--- src/rtl/umi_req_arbiter.sv ---
// umi_req_arbiter
//   N-to-1 UMI request arbiter. Round-robin grant among requesters, held
//   for a whole multi-beat transaction and released on the EOM beat
//   (cmd[22]). Datapath is purely combinational; only the arbitration
//   state (state, rr_ptr, lock_id) is registered.
//
// Ports
//   clk, nreset       clock, asynchronous active-low reset
//   arb_mask[N]       1 = requester excluded from new grants
//   umi_in_*          packed per-requester request channel (i at [i*W +: W])
//   umi_in_ready[N]   only the granted bit can be 1
//   umi_out_*         muxed request channel to the shared downstream port
//   arb_grant[N]      one-hot current grant (0 when none)
//   arb_locked        1 while a multi-beat transaction holds the grant
//
// Optional feature
//   UMI_ARB_QOS_EN    in IDLE only requesters with maximal cmd[19:16]
//                     compete; round-robin breaks ties.
module umi_req_arbiter #(
  parameter int N  = 4,
  parameter int DW = 128,
  parameter int AW = 64,
  parameter int CW = 32
) (
  input  logic            clk,
  input  logic            nreset,
  input  logic [N-1:0]    arb_mask,
  input  logic [N-1:0]    umi_in_valid,
  input  logic [N*CW-1:0] umi_in_cmd,
  input  logic [N*AW-1:0] umi_in_dstaddr,
  input  logic [N*AW-1:0] umi_in_srcaddr,
  input  logic [N*DW-1:0] umi_in_data,
  output logic [N-1:0]    umi_in_ready,
  output logic            umi_out_valid,
  output logic [CW-1:0]   umi_out_cmd,
  output logic [AW-1:0]   umi_out_dstaddr,
  output logic [AW-1:0]   umi_out_srcaddr,
  output logic [DW-1:0]   umi_out_data,
  input  logic            umi_out_ready,
  output logic [N-1:0]    arb_grant,
  output logic            arb_locked
);

  localparam int IW = (N > 1) ? $clog2(N) : 1;

  localparam logic [0:0] ST_IDLE   = 1'b0;
  localparam logic [0:0] ST_LOCKED = 1'b1;

  logic [0:0]    state_q, state_d;
  logic [IW-1:0] rr_ptr_q, rr_ptr_d;
  logic [IW-1:0] lock_id_q, lock_id_d;

  logic [N-1:0]  eligible;
  logic [N-1:0]  cand;
  logic          gnt_any;
  logic [IW-1:0] gnt_idx;
  logic          xfer;
  logic [IW-1:0] gnt_next;

  // Arbitration: pick the first candidate at/after rr_ptr, or the lock holder.
  always_comb begin
    eligible = umi_in_valid & ~arb_mask;
    cand     = eligible;
`ifdef UMI_ARB_QOS_EN
    begin
      logic [3:0] max_qos;
      max_qos = '0;
      for (int unsigned i = 0; i < N; i++) begin
        if (eligible[i] && (umi_in_cmd[i*CW+16 +: 4] > max_qos))
          max_qos = umi_in_cmd[i*CW+16 +: 4];
      end
      for (int unsigned i = 0; i < N; i++)
        cand[i] = eligible[i] && (umi_in_cmd[i*CW+16 +: 4] == max_qos);
    end
`endif
    gnt_any = 1'b0;
    gnt_idx = '0;
    for (int unsigned k = 0; k < N; k++) begin
      int unsigned idx;
      idx = (int'(rr_ptr_q) + k) % N;
      if (!gnt_any && cand[idx]) begin
        gnt_any = 1'b1;
        gnt_idx = IW'(idx);
      end
    end
    if (state_q == ST_LOCKED) begin
      gnt_any = 1'b1;
      gnt_idx = lock_id_q;
    end
    // Inputs may already be valid during reset; the grant must stay quiet.
    if (!nreset) begin
      gnt_any = 1'b0;
    end
  end

  // Datapath mux; outputs are zero whenever nothing is granted.
  always_comb begin
    arb_grant       = '0;
    umi_out_valid   = 1'b0;
    umi_out_cmd     = '0;
    umi_out_dstaddr = '0;
    umi_out_srcaddr = '0;
    umi_out_data    = '0;
    if (gnt_any) begin
      arb_grant[gnt_idx] = 1'b1;
      umi_out_valid      = umi_in_valid[gnt_idx];
      umi_out_cmd        = umi_in_cmd[gnt_idx*CW +: CW];
      umi_out_dstaddr    = umi_in_dstaddr[gnt_idx*AW +: AW];
      umi_out_srcaddr    = umi_in_srcaddr[gnt_idx*AW +: AW];
      umi_out_data       = umi_in_data[gnt_idx*DW +: DW];
    end
    umi_in_ready = arb_grant & {N{umi_out_ready}};
    arb_locked   = nreset && (state_q == ST_LOCKED);
  end

  always_comb begin
    xfer     = umi_out_valid & umi_out_ready;
    gnt_next = (gnt_idx == IW'(N-1)) ? '0 : gnt_idx + 1'b1;
    state_d   = state_q;
    rr_ptr_d  = rr_ptr_q;
    lock_id_d = lock_id_q;
    if (xfer) begin
      if (umi_out_cmd[22]) begin
        state_d  = ST_IDLE;
        rr_ptr_d = gnt_next;
      end else begin
        state_d   = ST_LOCKED;
        lock_id_d = gnt_idx;
      end
    end
  end

  always_ff @(posedge clk or negedge nreset) begin
    if (!nreset) begin
      state_q   <= ST_IDLE;
      rr_ptr_q  <= '0;
      lock_id_q <= '0;
    end else begin
      state_q   <= state_d;
      rr_ptr_q  <= rr_ptr_d;
      lock_id_q <= lock_id_d;
    end
  end

endmodule
--- config.mk ---
export PLATFORM = sky130hd
export DESIGN_NAME = umi_req_arbiter
export DESIGN_NICKNAME = d
export VERILOG_FILES = /design/src/rtl/umi_req_arbiter.sv
export SDC_FILE = /design/constraint.sdc
export NUM_CORES = 1
export LEC_CHECK = 0
export CAP_MARGIN = 0
export CORE_AREA = 2 2 565 567
export CTS_CLUSTER_SIZE = 14
export DETAILED_ROUTE_END_ITERATION = 8
export DIE_AREA = 0 0 567 569
export PLACE_DENSITY_LB_ADDON = 0.3
export SLEW_MARGIN = 20
export SYNTH_ARGS = -nofsm -noshare
export SYNTH_HDL_FRONTEND = slang
export SYNTH_SLANG_ARGS = --single-unit
--- constraint.sdc ---
create_clock -name clk -period 3.14 [get_ports clk]
set_input_delay 0.314 -clock clk [delete_from_list [all_inputs] [get_ports clk]]
set_output_delay 0.314 -clock clk [all_outputs]
set_load 0.05 [all_outputs]
Word-level counts from Yosys, hierarchy flattened
Cells that the tools add are included.
- output and inout port bits: 298
- bits in registers: 5
- add/subtract/negate cells: 4
- $lt $le $gt $ge: 6
- reduce and logical (&&, ||, !) cells: 10
- eq/ne operators: 1
- bitwise logic cells: 5
- shift-type cells: 4
- mux-type cells: 31
- operators with widths (cell ; count):
    256-bit by 9-bit variable part select with 64-bit output ; 2
    512-bit by 10-bit variable part select with 128-bit output ; 1
    128-bit 2-to-1 mux ; 1
    64-bit 2-to-1 mux ; 2
    128-bit by 8-bit variable part select with 32-bit output ; 1
    32-bit 2-to-1 mux ; 1
    2-bit by 3-bit < comparator with 1-bit output (second input constant) ; 5
    1-bit 2-to-1 mux ; 14
    2-bit 2-to-1 mux ; 6
    1-bit binary-select mux with 2-bit select ; 5
    4-bit bitwise AND ; 2
    1-bit logical AND ; 5
    2-bit by 1-bit adder with 2-bit output (second input constant) ; 2
    2-bit adder (second input constant) ; 2
    4-bit 2-to-1 mux ; 1
    4-bit inverter ; 1
    2-bit AND reduction ; 2
    1-bit logical NOT ; 3
    1-bit demux with 2-bit select ; 1
    2-bit == test (second input constant) ; 1
    2-bit by 1-bit greater-or-equal comparator with 1-bit output (second input constant) ; 1
    1-bit bitwise AND ; 1
    1-bit inverter ; 1

Logic depth before layout (Yosys ltp)
- word-level depth: 21
- gate-level depth with buffers: 9
- gate-level depth less buffers: 8

Worst setup path after synthesis
OpenSTA, ideal clock, no wires.
- kind: input to output
- from: input arb_mask[3]
- to: output umi_out_data[100]
- stages on the path: 9
- arrival time: 2385 ps
- path slack: 441 ps
- path buffers: 2
- cells stage by stage: nand2b_1 -> or3b_4 -> a21oi_2 -> o21ai_4 -> inv_4 -> buf_6 -> buf_6 -> mux4_2 -> and2_1
- word-level cells in the longest chain between the ends: 17
- elaborated cells between the ends (all ways): 29
- RTL lines (item ; line ; RTL):
    from (decl) ; 27 ; input logic [N-1:0] arb_mask,
    4-bit inverter * ; 62 ; eligible = umi_in_valid & ~arb_mask;
    4-bit bitwise AND * ; 62 ;
    1-bit binary-select mux with 2-bit select ; 81 ; if (!gnt_any && cand[idx]) begin
    1-bit 2-to-1 mux (implied by the code) ; 81 ;
    1-bit 2-to-1 mux ; 81 ;
    1-bit logical NOT ; 81 ;
    1-bit logical AND ; 81 ;
    1-bit 2-to-1 mux ; 81 ;
    [... 2 more ...] ; -- ;
    1-bit 2-to-1 mux ; 81 ;
    1-bit logical NOT ; 81 ;
    1-bit logical AND ; 81 ;
    2-bit 2-to-1 mux * ; 81 ;
    2-bit 2-to-1 mux * ; 86 ; if (state_q == ST_LOCKED) begin
    via gnt_idx[0] ; 56 ; logic [IW-1:0] gnt_idx;
    512-bit by 10-bit variable part select with 128-bit output * ; 110 ; umi_out_data = umi_in_data[gnt_idx*DW +: DW];
    128-bit 2-to-1 mux * ; 104 ; if (gnt_any) begin
    to (decl) ; 38 ; output logic [DW-1:0] umi_out_data,
Mark *: on every way through the listed nets, which the timed path passes. The rest lies on a longest branch. The select of a mux whose other input is x is not followed.

Final worst setup path
- from: input umi_in_valid[2]
- to: output umi_out_srcaddr[36]
- word-level cells in the longest chain between the ends: 16
- elaborated cells between the ends (all ways): 28
- RTL lines (item ; line ; RTL):
    from (decl) ; 28 ; input logic [N-1:0] umi_in_valid,
    4-bit bitwise AND * ; 62 ;
    1-bit binary-select mux with 2-bit select ; 81 ;
    1-bit 2-to-1 mux (implied by the code) ; 81 ;
    1-bit 2-to-1 mux ; 81 ;
    1-bit logical NOT ; 81 ;
    1-bit logical AND ; 81 ;
    1-bit 2-to-1 mux ; 81 ;
    1-bit logical NOT ; 81 ;
    1-bit logical AND ; 81 ;
    1-bit 2-to-1 mux ; 81 ;
    1-bit logical NOT ; 81 ;
    1-bit logical AND ; 81 ;
    2-bit 2-to-1 mux * ; 81 ;
    2-bit 2-to-1 mux * ; 86 ;
    via gnt_idx[0] ; 56 ;
    256-bit by 9-bit variable part select with 64-bit output * ; 109 ; umi_out_srcaddr = umi_in_srcaddr[gnt_idx*AW +: AW];
    64-bit 2-to-1 mux * ; 104 ;
    to (decl) ; 37 ; output logic [AW-1:0] umi_out_srcaddr,
Marks and branches as above.

==> flow_summary.rst <==
.. list-table::
   :header-rows: 1

   * - Metric
     - Value
   * - Final design area excluding fillers
     - 34,800 um^2
   * - Yosys warns
     - 0
   * - Post-Place Cells
     - 6,376
   * - Effective utilization at floorplan
     - ~3.0%
   * - Run status
     - finished with violations
   * - GRT Overall Usage
     - 13.8%
   * - Most used cells in the layout excluding fill and tap cells
     - sky130_fd_sc_hd__clkdlybuf4s50_1, sky130_fd_sc_hd__mux4_2, sky130_fd_sc_hd__buf_12
   * - Setup skew after layout
     - 2.19 ps
   * - Xor-xnor portion of the synthesized cell area
     - 0%
   * - Multiplexer share of the synthesized area
     - 68.8%
   * - Final standard cell utilization of the core
     - 11.0%
   * - Clock network latency to the later pin of the worst-skew pair
     - 230 ps
   * - Worst setup path class
     - in -> out
   * - Sum of negative setup slack
     - -5420 ps
   * - Max clock buf depth
     - 2
   * - Element type at the critical path start
     - primary input
   * - Unrepaired setup endpoints after global routing
     - true
   * - Floorplan Core Area
     - 317,000 um^2
   * - Final Slew Violations
     - 0
   * - H-tree levels
     - 1
   * - Remaining max-slew budget at the tightest pin
     - 38.9%
   * - Path category of the worst min-delay check
     - in -> async
   * - Final non-filler cell total
     - 6,568
   * - Floorplan die area
     - between 300,000 and 400,000 um^2
   * - Post-DP HPWL
     - around 220 mm
   * - Number of nets produced by synthesis
     - 1,909
   * - Clock tree from TritonCTS
     - done
   * - Worst Slack Setup Final
     - -139 ps
   * - Min Tclk post-route
     - ~3300 ps
   * - Clock slew seen by the registers of the worst setup and hold paths
     - 30 ps
   * - Worst setup slack after placement
     - -1310 ps
   * - Overflow left after global routing
     - 0
   * - First-pass GRT wire length
     - 270 mm
   * - Met1 track demand over resource in global routing
     - 13.2%
   * - Pwr Density
     - 853 nW/um^2
   * - Area fraction in compound gates after synthesis
     - about 1.6%
   * - CP max FO
     - 12
   * - Antenna violations before repair
     - around 270
   * - Cell at the root of the clock tree
     - sky130_fd_sc_hd__clkbuf_16
   * - Number of distinct library cells after synthesis
     - 44
   * - Cts bufs inserted
     - 3
   * - Worst Hold Margin
     - ~450 ps
   * - Most common library cell in the layout ignoring fill and taps
     - sky130_fd_sc_hd__clkdlybuf4s50_1
   * - Final weighted congestion in routability-driven placement
     - 1.10
   * - Global-route layer with the greatest usage
     - met2
   * - Share of post-route cells with drive strength above 1
     - 44.9%
   * - Timing-limited maximum frequency
     - about 0.30 GHz
   * - Leakage power figure
     - 11.7 nW
   * - Placement Rows
     - 207
   * - Met2 Use GR
     - 24.1%
   * - Number of design rule violations left after detail routing
     - 0
   * - Horiz. Die Dim
     - approximately 570 um
   * - Adder-cell share of the synthesized area
     - less than 1%
   * - DIE HEIGHT
     - 569 um
   * - Final net count
     - between 3,000 and 4,000
   * - Quantity of I/O buffers inserted on ports
     - 1,460
   * - Sequential fraction of the synthesis area
     - 1.31%
   * - Met3 track utilization from global routing
     - 8.38%
   * - Maximum number of pins on one net before global-route repair
     - 77
   * - Violations in the final reports
     - setup timing
   * - Final hold violations
     - 0
   * - Sum of internal, switching and leakage power
     - 29.7 mW
   * - Wirelength, routed
     - ~230 mm
   * - Via count of the first global-routing pass
     - about 17,000
   * - Average via count per standard cell
     - 2.50
   * - Synth Area in Simple Gates
     - 21.1%
   * - Mean Syn Cell Area
     - 12.8 um^2
   * - VDD IR-drop max
     - 351 uV
   * - Filler Cell Count
     - 36,140
   * - Total clock sinks
     - 5
   * - Main combinational cell family by area after synthesis
     - multiplexers
   * - #FFs+latches synth
     - 5
   * - Period utilization
     - 104%
   * - Worst setup EP type
     - output port
   * - Setup-failing EPs final
     - 128
   * - Number of instances in the synthesized netlist
     - 744
   * - Data required time of the worst path
     - between 2000 and 3000 ps
   * - Top Ports
     - 1,461
   * - Final antenna-violating net count
     - 0
   * - Syn-to-layout area delta
     - 264%
   * - Total via count after detailed routing
     - between 15,000 and 20,000
   * - Final routed wire length divided by cell count
     - 35.4 um
   * - CTS hold repair buffers
     - 0
   * - Placed standard-cell area
     - 31,700 um^2
   * - Worst Max-Slew Pin Slew
     - 916 ps
   * - WP data arrival
     - slightly below 3000 ps
   * - Synthesized area
     - 9550 um^2
   * - Number of iterations in the first detailed-routing pass
     - 4
   * - Max Cap Violations
     - 0
   * - Number of DRC markers after the initial detailed-route iteration
     - 917
[timing repair]
action                     4_1_cts  5_1_grt
resized for setup              439       56
cloned                          24        3
setup buffers                   60       15
setup endpoints to repair      302      273
pin swaps                       25        4
[layer usage]
metal	vias up	share of wire, %
li1	6281	-
met4	146	4.4
met1	8093	32
met3	511	14
met2	1414	49
met5	-	0.43
[cell families after synthesis]
family,Yosys count
and+or+nand+nor,323
adders and majority gates,2
muxes,295
buffers and inverters,102
DFF,5
AOI/OAI and AO/OA,17
[cell type report]
| type | instances | area, um^2 | share of cell area [%] |
|---|---|---|---|
| sequential | 5 | 128 | 0.367 |
| antenna | 105 | 263 | 0.756 |
| clock buffer | 4 | 78.8 | 0.227 |
| timing repair inverter | 1 | 16.3 | 0.0468 |
| tap | 4180 | 5230 | 15.0 |
| inverter | 4 | 60.1 | 0.173 |
| multi-input combinational | 637 | 9430 | 27.1 |
| timing repair buffer | 1632 | 19600 | 56.3 |
[state kept, by name, summed over array words and instances (netlist names)]
name	count
lock_id_q	2
rr_ptr_q	2
state_q	1
[worst paths after layout]
check	start	end	slack [ps]	depth (start not counted)
worst max-delay path	umi_in_valid[2]	umi_out_srcaddr[36]	-140	13
min in group clk	lock_id_q[0]	lock_id_q[0]	560	1
max in group asynchronous	nreset	rr_ptr_q[0]	2560	2
worst min register to register	lock_id_q[0]	lock_id_q[0]	560	1
worst min-delay path	nreset	lock_id_q[1]	450	2
worst max register to register	rr_ptr_q[1]	rr_ptr_q[0]	240	13
[cell usage after synthesis (all sizes together)]
cell	n	area share (%)
and3	4	0.31
nand2	6	0.24
o21ai	3	0.27
mux2	5	0.67
and3b	2	0.18
a21boi	1	0.079
buf	63	5.4
ha	2	0.26
nand3	4	0.21
nor2b	2	0.21
nor4b	1	0.16
inv	3	0.14
clkinv	1	0.039
a221oi	1	0.092
and2b	1	0.079
o31a	1	0.092
and2	290	19
dfrtp	5	1.3
mux2i	3	0.45
o311ai	1	0.092
nand2b	2	0.13
clkbuf	35	1.4
a22oi	2	0.26
a21oi	5	0.30
o211ai	1	0.13
o2bb2a	1	0.21
o31ai	1	0.079
mux4	287	68
nor2	6	0.24
nor3	1	0.052
or3b	2	0.21
nand4	2	0.13
[worst max-delay path, stage by stage]
cell and delay, ps:
sky130_fd_sc_hd__buf_12 130, sky130_fd_sc_hd__nor2b_4 130, sky130_fd_sc_hd__or3b_4 410, sky130_fd_sc_hd__a21oi_4 190, sky130_fd_sc_hd__o21ai_4 80, sky130_fd_sc_hd__buf_6 140
sky130_fd_sc_hd__inv_16 70, sky130_fd_sc_hd__buf_12 120, sky130_fd_sc_hd__buf_16 160, sky130_fd_sc_hd__buf_16 170, sky130_fd_sc_hd__mux4_2 610, sky130_fd_sc_hd__and2_4 210
sky130_fd_sc_hd__buf_12 140
[where the power goes]
part | total [mW] | switching [mW] | internal [mW] | leakage [nW]
sequential | 0.137 | 0.0385 | 0.0984 | 0.0597
combinational | 29.3 | 14.8 | 14.5 | 11.6
clock | 0.211 | 0.0431 | 0.168 | 0.0388
Power figures use the tool's default switching activity.
==> variant 1 (same flow settings) <==
Reset style: synchronous (`nreset`), changed in one clocked block. Comments in the files are not updated.
--- a/src/rtl/umi_req_arbiter.sv
+++ b/src/rtl/umi_req_arbiter.sv
@@ -130,7 +130,7 @@
     end
   end
 
-  always_ff @(posedge clk or negedge nreset) begin
+  always_ff @(posedge clk) begin
     if (!nreset) begin
       state_q   <= ST_IDLE;
       rr_ptr_q  <= '0;
Function: not settled (the Yosys comparison gave no result); the edit may change what the design does.
==> variant 1 against the original RTL <==
- sequential share of layout area shrank 0.068 points
- cell count is essentially flat
- highest routed layer unchanged
- area after synthesis grew 0.71%
- the flow still finishes with violations (setup timing)
- sequential cell count is the same
- setup slack lost 96 ps
- wire length grew 9.2%
- cell area shrank 0.25%
- largest cell class unchanged
Power is not compared: it rests on default switching activity, and its combinational part moved more than twofold at a synthesized area within 25%.
==> variant 1: results (changes against the original RTL) <==
Parameter                              Value

Layout
  Final non-filler cell total    6565 (-0.046%)
  Fraction of final layout cells sized beyond drive strength 1    0.4412 (-0.008181)
  Total Nets Final    3480 (+0.90%)
  Number of inserted filler cells in the final layout    36150 (+0.030%)

Place
  Number of I/O port buffers    1460 (unchanged)
  Total half-perimeter wirelength after legalization and detailed placement    233.5 mm (+7.8%)
  Routability congestion estimate    1.066 (-2.7%)
  Cell Count Post-Placement    6420 (+0.69%)
  Post-placement worst setup slack    -834.5 ps (+472.7 ps)

STA
  Setup TNS    -20010 ps (-14600 ps)
  Worst clock skew    0.3183 ps (-1.869 ps)
  Minimum setup slack in the final design    -234.9 ps (-95.78 ps)
  Slew at the pin closest to its max-slew limit    464.7 ps (-451.3 ps)
  Setup-violating endpoint count in the final report    242 (+89%)
  Worst hold slack    483.4 ps (+35.91 ps)

Critical path
  Startpoint type of the worst setup path    flip-flop
  Capture point of the worst reg-to-reg path    state_q$_SDFFE_PN0P_
  Arr. time, crit path    3060 ps (+90 ps)
  Max FO, Critical Path    12 (unchanged)
  Setup slack on the worst flop-to-flop path    420 ps (+180 ps)
  Critical path's slowest cell    sky130_fd_sc_hd__dfxtp_4
  Largest stage delay on the critical path    370 ps (-240 ps)
  Cells on worst reg2reg path    13 (unchanged)
  Reg2reg start    rr_ptr_q[0]$_SDFFE_PN0P_

GRT
  Met2 usage in global routing    0.2285 (-0.01288)
  Met3 track demand over resource in global routing    0.1189 (+0.03517)
  Global Route met1 Usage    0.1701 (+0.03858)
  Antenna violations before repair    280 (+5.3%)
  Largest net degree at the start of global routing    59 (-23%)
  Wire length of the first global-routing pass    294.3 mm (+8.9%)
  Total routing resource utilization after global routing    0.1512 (+0.01360)

Synthesis
  Complex-gate fraction of the synthesized area    0.01782 (+0.001707)
  Top cells by area, synth    sky130_fd_sc_hd__mux4_2, sky130_fd_sc_hd__and2_1, sky130_fd_sc_hd__buf_8
  Predominant post-synthesis flop cell    sky130_fd_sc_hd__dfxtp_1
  Mux cell area share after synthesis    0.6771 (-0.01055)
  Adder and majority gate portion of the synthesized area    0.002601 (-0.00001839)
  Number of distinct library cells after synthesis    40 (-9.1%)
  Part of the Yosys area used for sequential elements    0.01040 (-0.002693)
  Asr flop ratio synth    0 (-1.000)
  Mean Syn Cell Area    12.68 µm² (-1.3%)
  Syn Nets    1924 (+0.79%)
  Cell types with the highest counts after synthesis    sky130_fd_sc_hd__and2_1, sky130_fd_sc_hd__mux4_2, sky130_fd_sc_hd__clkbuf_1

Clock tree
  Max Buffers Root-to-Sink    2 (unchanged)

Route
  Wire length per cell    38.63 µm (+9.3%)
  Detailed route wirelength on metal3    46.12 mm (+42%)
  Count of vias placed by the detailed router    17220 (+4.7%)
  Detailed route wirelength on metal2    106.0 mm (-6.2%)
  DRT iter0 DRCs    1393 (+52%)
  Routed metal-1 wire length    94.77 mm (+26%)
  1st-pass router iterations    5 (+1)

Run status
  Status    finished, violations left
  Violated checks    setup timing

Hold path
  HP Class    flip-flop to flip-flop
[variant 1: worst max-delay path by stage]
stage	endpoint	slack (ps)	cells after the start
final	umi_out_srcaddr[0]	-230	13
after CTS	umi_out_srcaddr[0]	-230	12
after global routing	umi_out_srcaddr[11]	-250	12
after detailed placement	umi_out_dstaddr[0]	-830	11
after global placement	umi_out_dstaddr[0]	-960	11
after floorplan	umi_out_cmd[0]	500	9
[variant 1: area by class of cell]
cell class                      instances  area, µm²  area share
Antenna cell                           71      177.7    0.005125
Clock buffer                            4      78.83    0.002274
Inverter                                6      30.03   0.0008661
Multi-Input combinational cell        650       9369      0.2702
Sequential cell                         5      103.9    0.002995
Tap cell                             4180       5230      0.1509
Timing Repair Buffer                 1649      19680      0.5676
[variant 1: logic make-up (layout without fill, tap and decap cells)]
kind of cell               after synthesis  in the layout
and+or+nand+nor                        333            333
adders and majority gates                2              2
buffers and inverters                  104           1659
AOI/OAI and AO/OA                       23             23
muxes                                  292            292
DFF                                      5              5
other                                    0             71
[variant 1: repair_timing]
action / in CTS / in global routing
buffers inserted: 37 / 5
pin swaps: 48 / 3
cloned: 31 / 1
resized for setup: 426 / 49
setup endpoints to repair: 295 / 289
[variant 1: per-stage QoR]
| step | area, µm² | power (mW) |
|---|---|---|
| floorplan | 9622 | 4.531 |
| global placement | 31800 | 10.07 |
| detailed placement | 31800 | 10.04 |
| CTS | 34310 | 11.85 |
| global route | 34530 | 12.21 |
| finish | 34670 | 11.69 |
[variant 1: power by group]
group / switching (mW) / total [mW] / internal (mW) / leakage [nW]
registers: 0.00888 / 0.0785 / 0.0696 / 0.0413
clock network: 0.0407 / 0.209 / 0.168 / 0.0386
logic: 5.53 / 11.4 / 5.87 / 11.6
==> variant 2 (same flow settings) <==
Made on the original files. The option `UMI_ARB_QOS_EN` is turned on by a define.
--- a/src/rtl/umi_req_arbiter.sv
+++ b/src/rtl/umi_req_arbiter.sv
@@ -16,6 +16,8 @@
 // Optional feature
 //   UMI_ARB_QOS_EN    in IDLE only requesters with maximal cmd[19:16]
 //                     compete; round-robin breaks ties.
+`define UMI_ARB_QOS_EN
+
 module umi_req_arbiter #(
   parameter int N  = 4,
   parameter int DW = 128,
Behaviour: not the same (Yosys sat finds a counterexample within 4 cycles, from zero or initial values and one cycle with nreset low).
==> variant 2 against the original RTL <==
- the flow still finishes with violations (setup timing)
- area after synthesis up 19%
- combinational power rose by 21%
- non-clock buffer count increased by 399
- sequential cell count did not move
- setup slack lost 4000 ps
- global-route usage grew 3.3 points
- power is 21% higher
- register-to-register slack got worse by 170 ps
- fmax shrank 55%
- wire length rose by 25%
- cell area increased by 41%
- count of clock-buffer cells in the layout is the same
- critical path type unchanged
- largest power group unchanged
==> variant 2: results (changes against the original RTL) <==
Parameter                              Value

Run status
  Status    finished, violations left
  Violated checks    setup timing

Synthesis
  Syn Nets    3319 (+74%)
  Asr flop ratio synth    1.000 (unchanged)
  Mean Syn Cell Area    5.306 µm² (-59%)
  Number of distinct library cells after synthesis    66 (+50%)
  Top cells by area, synth    sky130_fd_sc_hd__nand2_1, sky130_fd_sc_hd__a311oi_1, sky130_fd_sc_hd__and3_1
  Cell types with the highest counts after synthesis    sky130_fd_sc_hd__nand2_1, sky130_fd_sc_hd__and3_1, sky130_fd_sc_hd__a311oi_1
  Predominant post-synthesis flop cell    sky130_fd_sc_hd__dfrtp_1
  Part of the Yosys area used for sequential elements    0.01102 (-0.002078)
  Dominant cell type by area after synthesis    sky130_fd_sc_hd__nand2_1

GRT
  Number of global-route vias before repair    27000 (+55%)
  Wire length of the first global-routing pass    348.6 mm (+29%)
  Largest net degree at the start of global routing    51 (-34%)
  Antenna violations before repair    252 (-5.3%)
  Total routing resource utilization after global routing    0.1704 (+0.03278)

STA
  Slew at the pin closest to its max-slew limit    646.2 ps (-269.7 ps)
  Worst clock skew    0.1629 ps (-2.024 ps)
  Minimum setup slack in the final design    -4178 ps (-4039 ps)
  Setup-violating endpoint count in the final report    302 (+140%)

Critical path
  Critical path's slowest cell    sky130_fd_sc_hd__or4b_4
  Arr. time, crit path    7000 ps (+4030 ps)
  Max FO, Critical Path    7 (-5)
  Capture point of the worst reg-to-reg path    lock_id_q[1]$_DFFE_PN0P_
  Top delay family on crit path    compound AO/OA/AOI/OAI gates
  Setup slack on the worst flop-to-flop path    70 ps (-170 ps)
  Largest stage delay on the critical path    480 ps (-130 ps)
  Cells on worst reg2reg path    12 (-1)

Clock tree
  Clock latency on the worst-skew pair    230 ps (about the same)
  Maximum level of the CTS H-tree    1 (unchanged)

Place
  Cell Count Post-Placement    7884 (+24%)
  Total placed instance area    42160 µm² (+33%)
  Total half-perimeter wirelength after legalization and detailed placement    245.8 mm (+14%)
  Routability congestion estimate    0.9417 (-14%)
  Number of I/O port buffers    1460 (unchanged)

Route
  DRT iter0 DRCs    1538 (+68%)
  Wire length per cell    35.33 µm (about the same)
  1st-pass router iterations    5 (+1)
  Vias per std cell    3.226 (+29%)

Layout
  Total Nets Final    5137 (+49%)
  Fraction of final layout cells sized beyond drive strength 1    0.4473 (-0.002100)
  Number of inserted filler cells in the final layout    35650 (-1.4%)
  Final non-filler cell total    8208 (+25%)

Power and ir drop
  Fraction of power spent switching nets    0.5614 (+0.06062)
  Leakage component of the power    17.07 nW (+46%)
  Maximum vdd drop    415.9 µV (+18%)
[variant 2: cell families (layout without fill, tap and decap cells)]
group,Yosys count,after routing,synth area share
adders and majority gates,16,16,0.01763
AOI/OAI and AO/OA,356,356,0.2659
and+or+nand+nor,1512,1512,0.5778
DFF,5,5,0.01102
xor gates and xnor gates,8,8,0.006170
muxes,9,9,0.008374
other,0,71,0
buffers and inverters,234,2051,0.1132
[variant 2: timing repair]
action | CTS | global route
buffers inserted | 134 | 68
endpoints found under the hold margin | 0 | 0
hold buffers | 0 | 0
pin swaps | 211 | 225
cloned | 52 | 23
endpoints found under the setup margin | 302 | 302
gates resized for setup | 500 | 342
[variant 2: area by class of cell]
class | count | area share
Inverter | 9 | 0.001558
Timing Repair Buffer | 2031 | 0.5152
Multi-Input combinational cell | 1901 | 0.3646
Antenna cell | 71 | 0.003627
Tap cell | 4180 | 0.1068
Sequential cell | 5 | 0.002554
Clock buffer | 4 | 0.001609
Timing Repair inverter | 7 | 0.004010
[variant 2: worst max-delay path by stage]
stage,from,endpoint,slack (ps),cells past startpoint
floorplan,arb_mask[0],umi_out_data[100],-3780,29
global placement,umi_in_valid[0],umi_out_data[26],-5550,29
detailed placement,umi_in_valid[0],umi_out_data[26],-5520,29
CTS,arb_mask[0],umi_out_data[107],-4210,33
global route,arb_mask[0],umi_out_data[107],-4400,37
finish,umi_in_cmd[49],umi_out_data[107],-4180,32
[variant 2: worst register-to-register path, delay by kind of cell (launching register included)]
family,cells,cell delay (ps)
mux,4,1020
buf+inv,6,980
flops,1,470
simple gates,1,260
compound gates,1,250
[variant 2: through the flow]
stage                     setup WS, ps  power [mW]    util   TNS, ps  hold slack (ps)
after global placement           -5547       32.05  0.1331  -1554790            538.4
after floorplan                  -3780       15.36       -  -1073300            18.41
after detailed placement         -5524       31.96  0.1331  -1547250            535.3
final                            -4178       35.86  0.1547  -1205070            491.5
after global routing             -4402       37.25  0.1542  -1284060            506.7
after CTS                        -4207       35.25  0.1477  -1229900            489.2
[variant 2: power by group through the flow]
stage | combinational (mW) | clock (mW) | sequential [mW]
global route | 36.9 | 0.219 | 0.121
CTS | 34.9 | 0.214 | 0.117
detailed placement | 31.8 | 0 | 0.117
finish | 35.5 | 0.210 | 0.119
floorplan | 15.3 | 0 | 0.104
global placement | 31.9 | 0 | 0.118
[variant 2: per-layer routing]
metal,GRT usage,part of all wire
met1,0.2085,0.42
met2,0.2624,0.43
met3,0.09911,0.13
met4,0.01969,0.020
met5,0,0.0035
